`config.mk`:
```
export PLATFORM = sky130hd
export DESIGN_NAME = alu_sequencer_flat
export DESIGN_NICKNAME = d
export VERILOG_FILES = /design/src/rtl/alu_seq_pkg.sv /design/src/rtl/alu_seq_if.sv /design/src/rtl/alu_op_decode.sv /design/src/rtl/alu_sequencer.sv /design/src/flat_wrapper.sv
export SDC_FILE = /design/constraint.sdc
export NUM_CORES = 1
export LEC_CHECK = 0
export CORE_ASPECT_RATIO = 0.75
export CORE_MARGIN = 1
export CORE_UTILIZATION = 47
export CTS_CLUSTER_SIZE = 40
export DETAILED_ROUTE_END_ITERATION = 8
export PLACE_DENSITY = 0.84
export SLEW_MARGIN = 20
export SYNTH_ARGS = -nofsm -noshare
export SYNTH_HDL_FRONTEND = slang
export SYNTH_SLANG_ARGS = --single-unit
export TNS_END_PERCENT = 20
```
`constraint.sdc`:
```
create_clock -name clk -period 3.7 [get_ports clk]
set_input_delay 0.74 -clock clk [delete_from_list [all_inputs] [get_ports clk]]
set_output_delay 0.74 -clock clk [all_outputs]
set_load 0.01 [all_outputs]
```
`src/rtl/alu_seq_pkg.sv`:
```
// Shared types and constants for the ALU command sequencer.
package alu_seq_pkg;

    localparam int SEL_W = 16;

    typedef enum logic [1:0] {
        IDLE,
        ISSUE,
        CAPTURE,
        RESP
    } seq_state_t;

    localparam logic [3:0] OP_ADD  = 4'd0;
    localparam logic [3:0] OP_SUB  = 4'd1;
    localparam logic [3:0] OP_NOT  = 4'd2;
    localparam logic [3:0] OP_NAND = 4'd3;
    localparam logic [3:0] OP_NOR  = 4'd4;
    localparam logic [3:0] OP_AND  = 4'd5;
    localparam logic [3:0] OP_XOR  = 4'd6;
    localparam logic [3:0] OP_OR   = 4'd7;
    localparam logic [3:0] OP_XNOR = 4'd8;
    localparam logic [3:0] OP_LAST = OP_XNOR;

    function automatic logic op_is_illegal(input logic [3:0] op);
        return op > OP_LAST;
    endfunction

endpackage

```
`src/rtl/alu_seq_if.sv`:
```
// Command and response handshake bundle for alu_sequencer.
// cmd_chain exists only when ALU_SEQ_CHAIN_EN is defined.
interface alu_seq_if #(parameter int DATA_W = 8);
    logic              cmd_valid;
    logic              cmd_ready;
    logic [3:0]        cmd_op;
    logic [DATA_W-1:0] cmd_a;
    logic [DATA_W-1:0] cmd_b;
`ifdef ALU_SEQ_CHAIN_EN
    logic              cmd_chain;
`endif
    logic              rsp_valid;
    logic              rsp_ready;
    logic [DATA_W-1:0] rsp_result;
    logic              rsp_negative;
    logic              rsp_error;

    modport master (
        output cmd_valid, cmd_op, cmd_a, cmd_b,
`ifdef ALU_SEQ_CHAIN_EN
        output cmd_chain,
`endif
        output rsp_ready,
        input  cmd_ready, rsp_valid, rsp_result, rsp_negative, rsp_error
    );

    modport slave (
        input  cmd_valid, cmd_op, cmd_a, cmd_b,
`ifdef ALU_SEQ_CHAIN_EN
        input  cmd_chain,
`endif
        input  rsp_ready,
        output cmd_ready, rsp_valid, rsp_result, rsp_negative, rsp_error
    );
endinterface

```
`src/rtl/alu_op_decode.sv`:
```
// Binary opcode to one-hot ALU selector, flagging opcodes the ALU lacks.
module alu_op_decode
    import alu_seq_pkg::*;
(
    input  logic [3:0]       op,
    output logic [SEL_W-1:0] onehot,
    output logic             illegal
);

    always_comb begin
        illegal = op_is_illegal(op);
        onehot  = '0;
        if (!illegal) onehot[op] = 1'b1;
    end

endmodule

```
`src/rtl/alu_sequencer.sv`:
```
// Sequences one ALU operation at a time between a command and a response handshake.
// Optional ALU_SEQ_CHAIN_EN: cmd_chain substitutes the last legal result for operand A.
module alu_sequencer
    import alu_seq_pkg::*;
#(
    parameter int DATA_W = 8,
    parameter int CNT_W  = 16
) (
    input  logic              clk,
    input  logic              rst_n,
    alu_seq_if.slave          bus,
    output logic [DATA_W-1:0] alu_a,
    output logic [DATA_W-1:0] alu_b,
    output logic [SEL_W-1:0]  alu_selector,
    input  logic              alu_negative,
    input  logic [3:0]        alu_left,
    input  logic [3:0]        alu_right,
    output logic              busy,
    output logic [CNT_W-1:0]  op_count
);

    if (DATA_W != 8) begin : g_width_check
        $error("alu_sequencer: DATA_W must be 8 to match the ALU");
    end

    seq_state_t        state;
    logic [SEL_W-1:0]  dec_onehot;
    logic              dec_illegal;
    logic [DATA_W-1:0] operand_a;

    alu_op_decode u_decode (
        .op      (bus.cmd_op),
        .onehot  (dec_onehot),
        .illegal (dec_illegal)
    );

`ifdef ALU_SEQ_CHAIN_EN
    logic [DATA_W-1:0] chain_q;
    assign operand_a = bus.cmd_chain ? chain_q : bus.cmd_a;
`else
    assign operand_a = bus.cmd_a;
`endif

    assign busy = (state != IDLE);

    // Operands and selector are loaded straight into the ALU-facing registers on
    // acceptance, so ISSUE presents them without an extra pipeline stage.
    always_ff @(posedge clk) begin
        if (!rst_n) begin
            state            <= IDLE;
            bus.cmd_ready    <= 1'b1;
            bus.rsp_valid    <= 1'b0;
            bus.rsp_result   <= '0;
            bus.rsp_negative <= 1'b0;
            bus.rsp_error    <= 1'b0;
            alu_selector     <= '0;
            alu_a            <= '0;
            alu_b            <= '0;
            op_count         <= '0;
`ifdef ALU_SEQ_CHAIN_EN
            chain_q          <= '0;
`endif
        end else begin
            case (state)
                IDLE: begin
                    if (bus.cmd_valid) begin
                        bus.cmd_ready <= 1'b0;
                        if (dec_illegal) begin
                            state            <= RESP;
                            bus.rsp_valid    <= 1'b1;
                            bus.rsp_result   <= '0;
                            bus.rsp_negative <= 1'b0;
                            bus.rsp_error    <= 1'b1;
                        end else begin
                            state        <= ISSUE;
                            alu_a        <= operand_a;
                            alu_b        <= bus.cmd_b;
                            alu_selector <= dec_onehot;
                        end
                    end
                end
                ISSUE: begin
                    alu_selector <= '0;
                    state        <= CAPTURE;
                end
                CAPTURE: begin
                    bus.rsp_result   <= {alu_left, alu_right};
                    bus.rsp_negative <= alu_negative;
                    bus.rsp_error    <= 1'b0;
                    bus.rsp_valid    <= 1'b1;
                    op_count         <= op_count + CNT_W'(1);
`ifdef ALU_SEQ_CHAIN_EN
                    chain_q          <= {alu_left, alu_right};
`endif
                    state            <= RESP;
                end
                RESP: begin
                    if (bus.rsp_ready) begin
                        bus.rsp_valid <= 1'b0;
                        bus.cmd_ready <= 1'b1;
                        state         <= IDLE;
                    end
                end
                default: begin
                    state        <= IDLE;
                    alu_selector <= '0;
                end
            endcase
        end
    end

endmodule
```
`src/flat_wrapper.sv`:
```
// flat-port wrapper written by rule: the top's interface ports become plain ports
module alu_sequencer_flat import alu_seq_pkg::*;
#(
    parameter int DATA_W = 8,
    parameter int CNT_W  = 16
)
  (clk, rst_n, alu_a, alu_b, alu_selector, alu_negative, alu_left, alu_right, busy, op_count, bus_cmd_valid, bus_cmd_op, bus_cmd_a, bus_cmd_b, bus_rsp_ready, bus_cmd_ready, bus_rsp_valid, bus_rsp_result, bus_rsp_negative, bus_rsp_error);
  alu_seq_if #(.DATA_W(DATA_W)) bus_i ();
  input  logic clk;
  input  logic rst_n;
  output logic [DATA_W-1:0] alu_a;
  output logic [DATA_W-1:0] alu_b;
  output logic [SEL_W-1:0] alu_selector;
  input  logic alu_negative;
  input  logic [3:0] alu_left;
  input  logic [3:0] alu_right;
  output logic busy;
  output logic [CNT_W-1:0] op_count;
  input wire logic [$bits(bus_i.cmd_valid)-1:0] bus_cmd_valid;
  input wire logic [$bits(bus_i.cmd_op)-1:0] bus_cmd_op;
  input wire logic [$bits(bus_i.cmd_a)-1:0] bus_cmd_a;
  input wire logic [$bits(bus_i.cmd_b)-1:0] bus_cmd_b;
  input wire logic [$bits(bus_i.rsp_ready)-1:0] bus_rsp_ready;
  output wire logic [$bits(bus_i.cmd_ready)-1:0] bus_cmd_ready;
  output wire logic [$bits(bus_i.rsp_valid)-1:0] bus_rsp_valid;
  output wire logic [$bits(bus_i.rsp_result)-1:0] bus_rsp_result;
  output wire logic [$bits(bus_i.rsp_negative)-1:0] bus_rsp_negative;
  output wire logic [$bits(bus_i.rsp_error)-1:0] bus_rsp_error;
  assign bus_i.cmd_valid = bus_cmd_valid;
  assign bus_i.cmd_op = bus_cmd_op;
  assign bus_i.cmd_a = bus_cmd_a;
  assign bus_i.cmd_b = bus_cmd_b;
  assign bus_i.rsp_ready = bus_rsp_ready;
  assign bus_cmd_ready = bus_i.cmd_ready;
  assign bus_rsp_valid = bus_i.rsp_valid;
  assign bus_rsp_result = bus_i.rsp_result;
  assign bus_rsp_negative = bus_i.rsp_negative;
  assign bus_rsp_error = bus_i.rsp_error;
  alu_sequencer #(.DATA_W(DATA_W), .CNT_W(CNT_W)) u_core (.clk(clk), .rst_n(rst_n), .bus(bus_i), .alu_a(alu_a), .alu_b(alu_b), .alu_selector(alu_selector), .alu_negative(alu_negative), .alu_left(alu_left), .alu_right(alu_right), .busy(busy), .op_count(op_count));
endmodule
```
==> results.md <==
* Status: finished, final reports clean
* Met3 WL at 439 um
* Slew headroom at 0.4687
* Ant diodes at 0
* # hold bufs at CTS at 0
* Max Freq at between 0.3 and 0.4 GHz
* RePlAce Congestion at 0.8426
* Via/cell ratio at 5.041
* Power Total at 2.005 mW
* CTS tree: yes
* Postcts setup bufs at 0
* Vias in the first global route at 2,011
* CTS Buffer Depth at 2
* Ys async rst share at 0
* Startpoint Class: flip-flop
* Clk pin slew, worst setup/hold paths at 0.07 ns
* Ranking of synthesized cells by area: dfxtp_1 49%, nand2_1 8.1%, a21oi_1 4.0%
* Seq/Total Area, Yosys at 0.4935
* Htree depth at 3
* RSZ-0062 raised after global routing: no
* Area growth syn-to-layout at 46.77%
* CTS root buf: clkbuf_8
* Tightest Pin Transition at 0.7858 ns
* Skew final at a little under 0.006 ns
* Worst-Skew Late Latency at 0.33 ns
* Die area at 0.005650 mm2
* Largest net degree at the start of global routing at 37
* 1st-iter DRT viols at between 100 and 150
* Dpl cell area at 0.003483 mm2
* Critical register-to-register path startpoint: u_core.state[0]
* TritonCTS Buffers at 9
* Crit path required time at 2.96 ns
* Most frequent cell after synthesis: dfxtp_1
* Hold path start: u_core.alu_selector[7]
* Port Buffers at 93
* Endpoints failing setup at 0
* DP HPWL at 4158 um
* Top sig layer: met4
* Synth Flop Type: dfxtp_1
* Post-synth top area cell: dfxtp_1
* # clock sinks at 62
* First-pass DRT Iterations at 4
* MaxCap Viol Count at 0
* I/O pin count at 94
* Syn_nets at slightly above 300
* Initial Utilization at 0.5020
* Distinct cell type count after synthesis at 46
* Hold Crit Class: reg -> reg
* Net count, final at 405
* DR DRC count at 0
* Synth Instances at roughly 270
* Finished Cell Area at about 0.0037 mm2
* Post-synth top cells: 62 x dfxtp_1, 54 x nand2_1, 20 x a21oi_1
* Post_cts resized at 0
* Initial antenna violation count at 0
* Max-slew violations at 0
* Final core occ at 0.7368
* GRT Residual Overflow at 0
* CP max FO at 8
* Fin crit share at 0.7210
* Die Span Y at 65.35 um
* Warnings from Yosys at 0
* Via count at ~2,200
* Drt wl/cell at 13.21 um
* WP data arrival at 1.93 ns
* Post-Syn Area at 0.002515 mm2
* Post-synth top area share at 0.4935
* Layout cell share with drive strength beyond 1 at 0.08649
* Fillers at between 400 and 500
* WS Path Type: reg -> out
* DRT met1 WL at 2684 um
* P_leak at approximately 1.3 nW
* PwrDens at 543.2 mW/mm2
* Final count of hold timing violations at 0
* Met2 wire len at approximately 2600 um
* First-pass GRT wire length at 9577 um
* Total GRT Usage at 0.2247
* Worst setup path start: u_core.state[0]
* Flops & latches, synth at 62
* Post-synth EDFFs at 0
* Rows at 22
* CORE AREA at between 0.005 and 0.006 mm2
* Drt total wl at 5840 um
* DRT antenna net count at 0
* Peak supply drop at between 0.0003 and 0.0004 V
* Die W at 86.47 um
* Syn avg cell area at 9.280 um2
* Setup TNS at 0 ns
* Fin crit period at 2.668 ns
* Crit end category: primary output
==> layout make-up <==
type / count / area (um2) / share of cell area
well taps: 72 / 90.09 / 0.02441
multi-input cells: 192 / 1187 / 0.3217
clock inverters: 3 / 42.54 / 0.01153
clock buffers: 12 / 165.2 / 0.04475
repair buffers: 94 / 938.4 / 0.2542
inverters: 7 / 26.28 / 0.007119
flip-flops and latches: 62 / 1241 / 0.3363
==> sequential cells by signal, indices dropped and copies added, names as in the netlist <==
signal                   cells
u_core.alu_a                 8
u_core.alu_b                 8
u_core.alu_selector         16
u_core.bus.cmd_ready         1
u_core.bus.rsp_error         1
u_core.bus.rsp_negative      1
u_core.bus.rsp_result        8
u_core.bus.rsp_valid         1
u_core.op_count             16
u_core.state                 2
==> worst max-delay path: stages (launching register included) <==
cell and delay, ns:
dfxtp_1 0.38, inv_1 0.10, ha_1 0.32, inv_1 0.21, clkdlybuf4s50_1 0.58
==> final timing paths <==
kind	end	cells after the start	slack, ns
setup reg to reg	u_core.op_count[14]	6	1.82
hold reg to reg	u_core.alu_selector[7]	2	0.45
hold / removal	u_core.alu_selector[7]	2	0.45
setup / recovery	busy	4	1.03
==> per-stage QoR <==
stage / setup slack [ns] / hold WS, ns / instances
detailed placement: 0.9198 / 0.4441 / 427
finish: 1.032 / 0.4512 / 442
floorplan: 1.981 / 0.4726 / 271
global route: 0.9359 / 0.4677 / 442
CTS: 1.020 / 0.4532 / 442
global placement: 1.009 / 0.4372 / 427
==> cell families (layout without fill, tap and decap cells) <==
family	Yosys count	in the layout	share of synthesized area
AOI/OAI and AO/OA	50	50	0.1408
xor gates and xnor gates	12	12	0.04179
adders and majority gates	6	6	0.02985
buffers and inverters	17	116	0.03432
DFF	62	62	0.4935
muxes	4	4	0.01592
and+or+nand+nor	120	120	0.2438
==> layer usage <==
metal | GRT usage | vias to the layer above
li1 | - | 1112
met2 | 0.3472 | 80
met4 | 0.1167 | 0
met3 | 0.08040 | 12
met5 | 0 | -
met1 | 0.2764 | 1024
==> where the power goes <==
group          internal [mW]  switching, mW  leakage [nW]
clock                  0.361          0.246         0.104
sequential             0.742         0.0530         0.503
combinational          0.283          0.319         0.735
total                   1.39          0.618          1.34
==> placed cells by master, fill, tap and decap left out, types with 2 or more instances in the layout <==
cell	Yosys	routed
a22o_1	9	9
or3_1	2	2
clkdlybuf4s50_1	0	93
nor3_1	5	5
nand2b_1	3	3
xor2_1	4	4
a21oi_1	20	20
o21ai_1	5	5
ha_1	6	6
and2_1	7	7
nand4_1	5	5
dfxtp_1	62	62
nand3_1	11	11
o21ai_0	7	7
mux2i_1	4	4
xnor2_1	8	8
clkbuf_8	0	12
nor2b_1	2	2
inv_1	6	6
nor4_2	3	3
nand2_1	54	54
nor2_1	17	17
No activity file was read; power rests on OpenSTA's default activity.
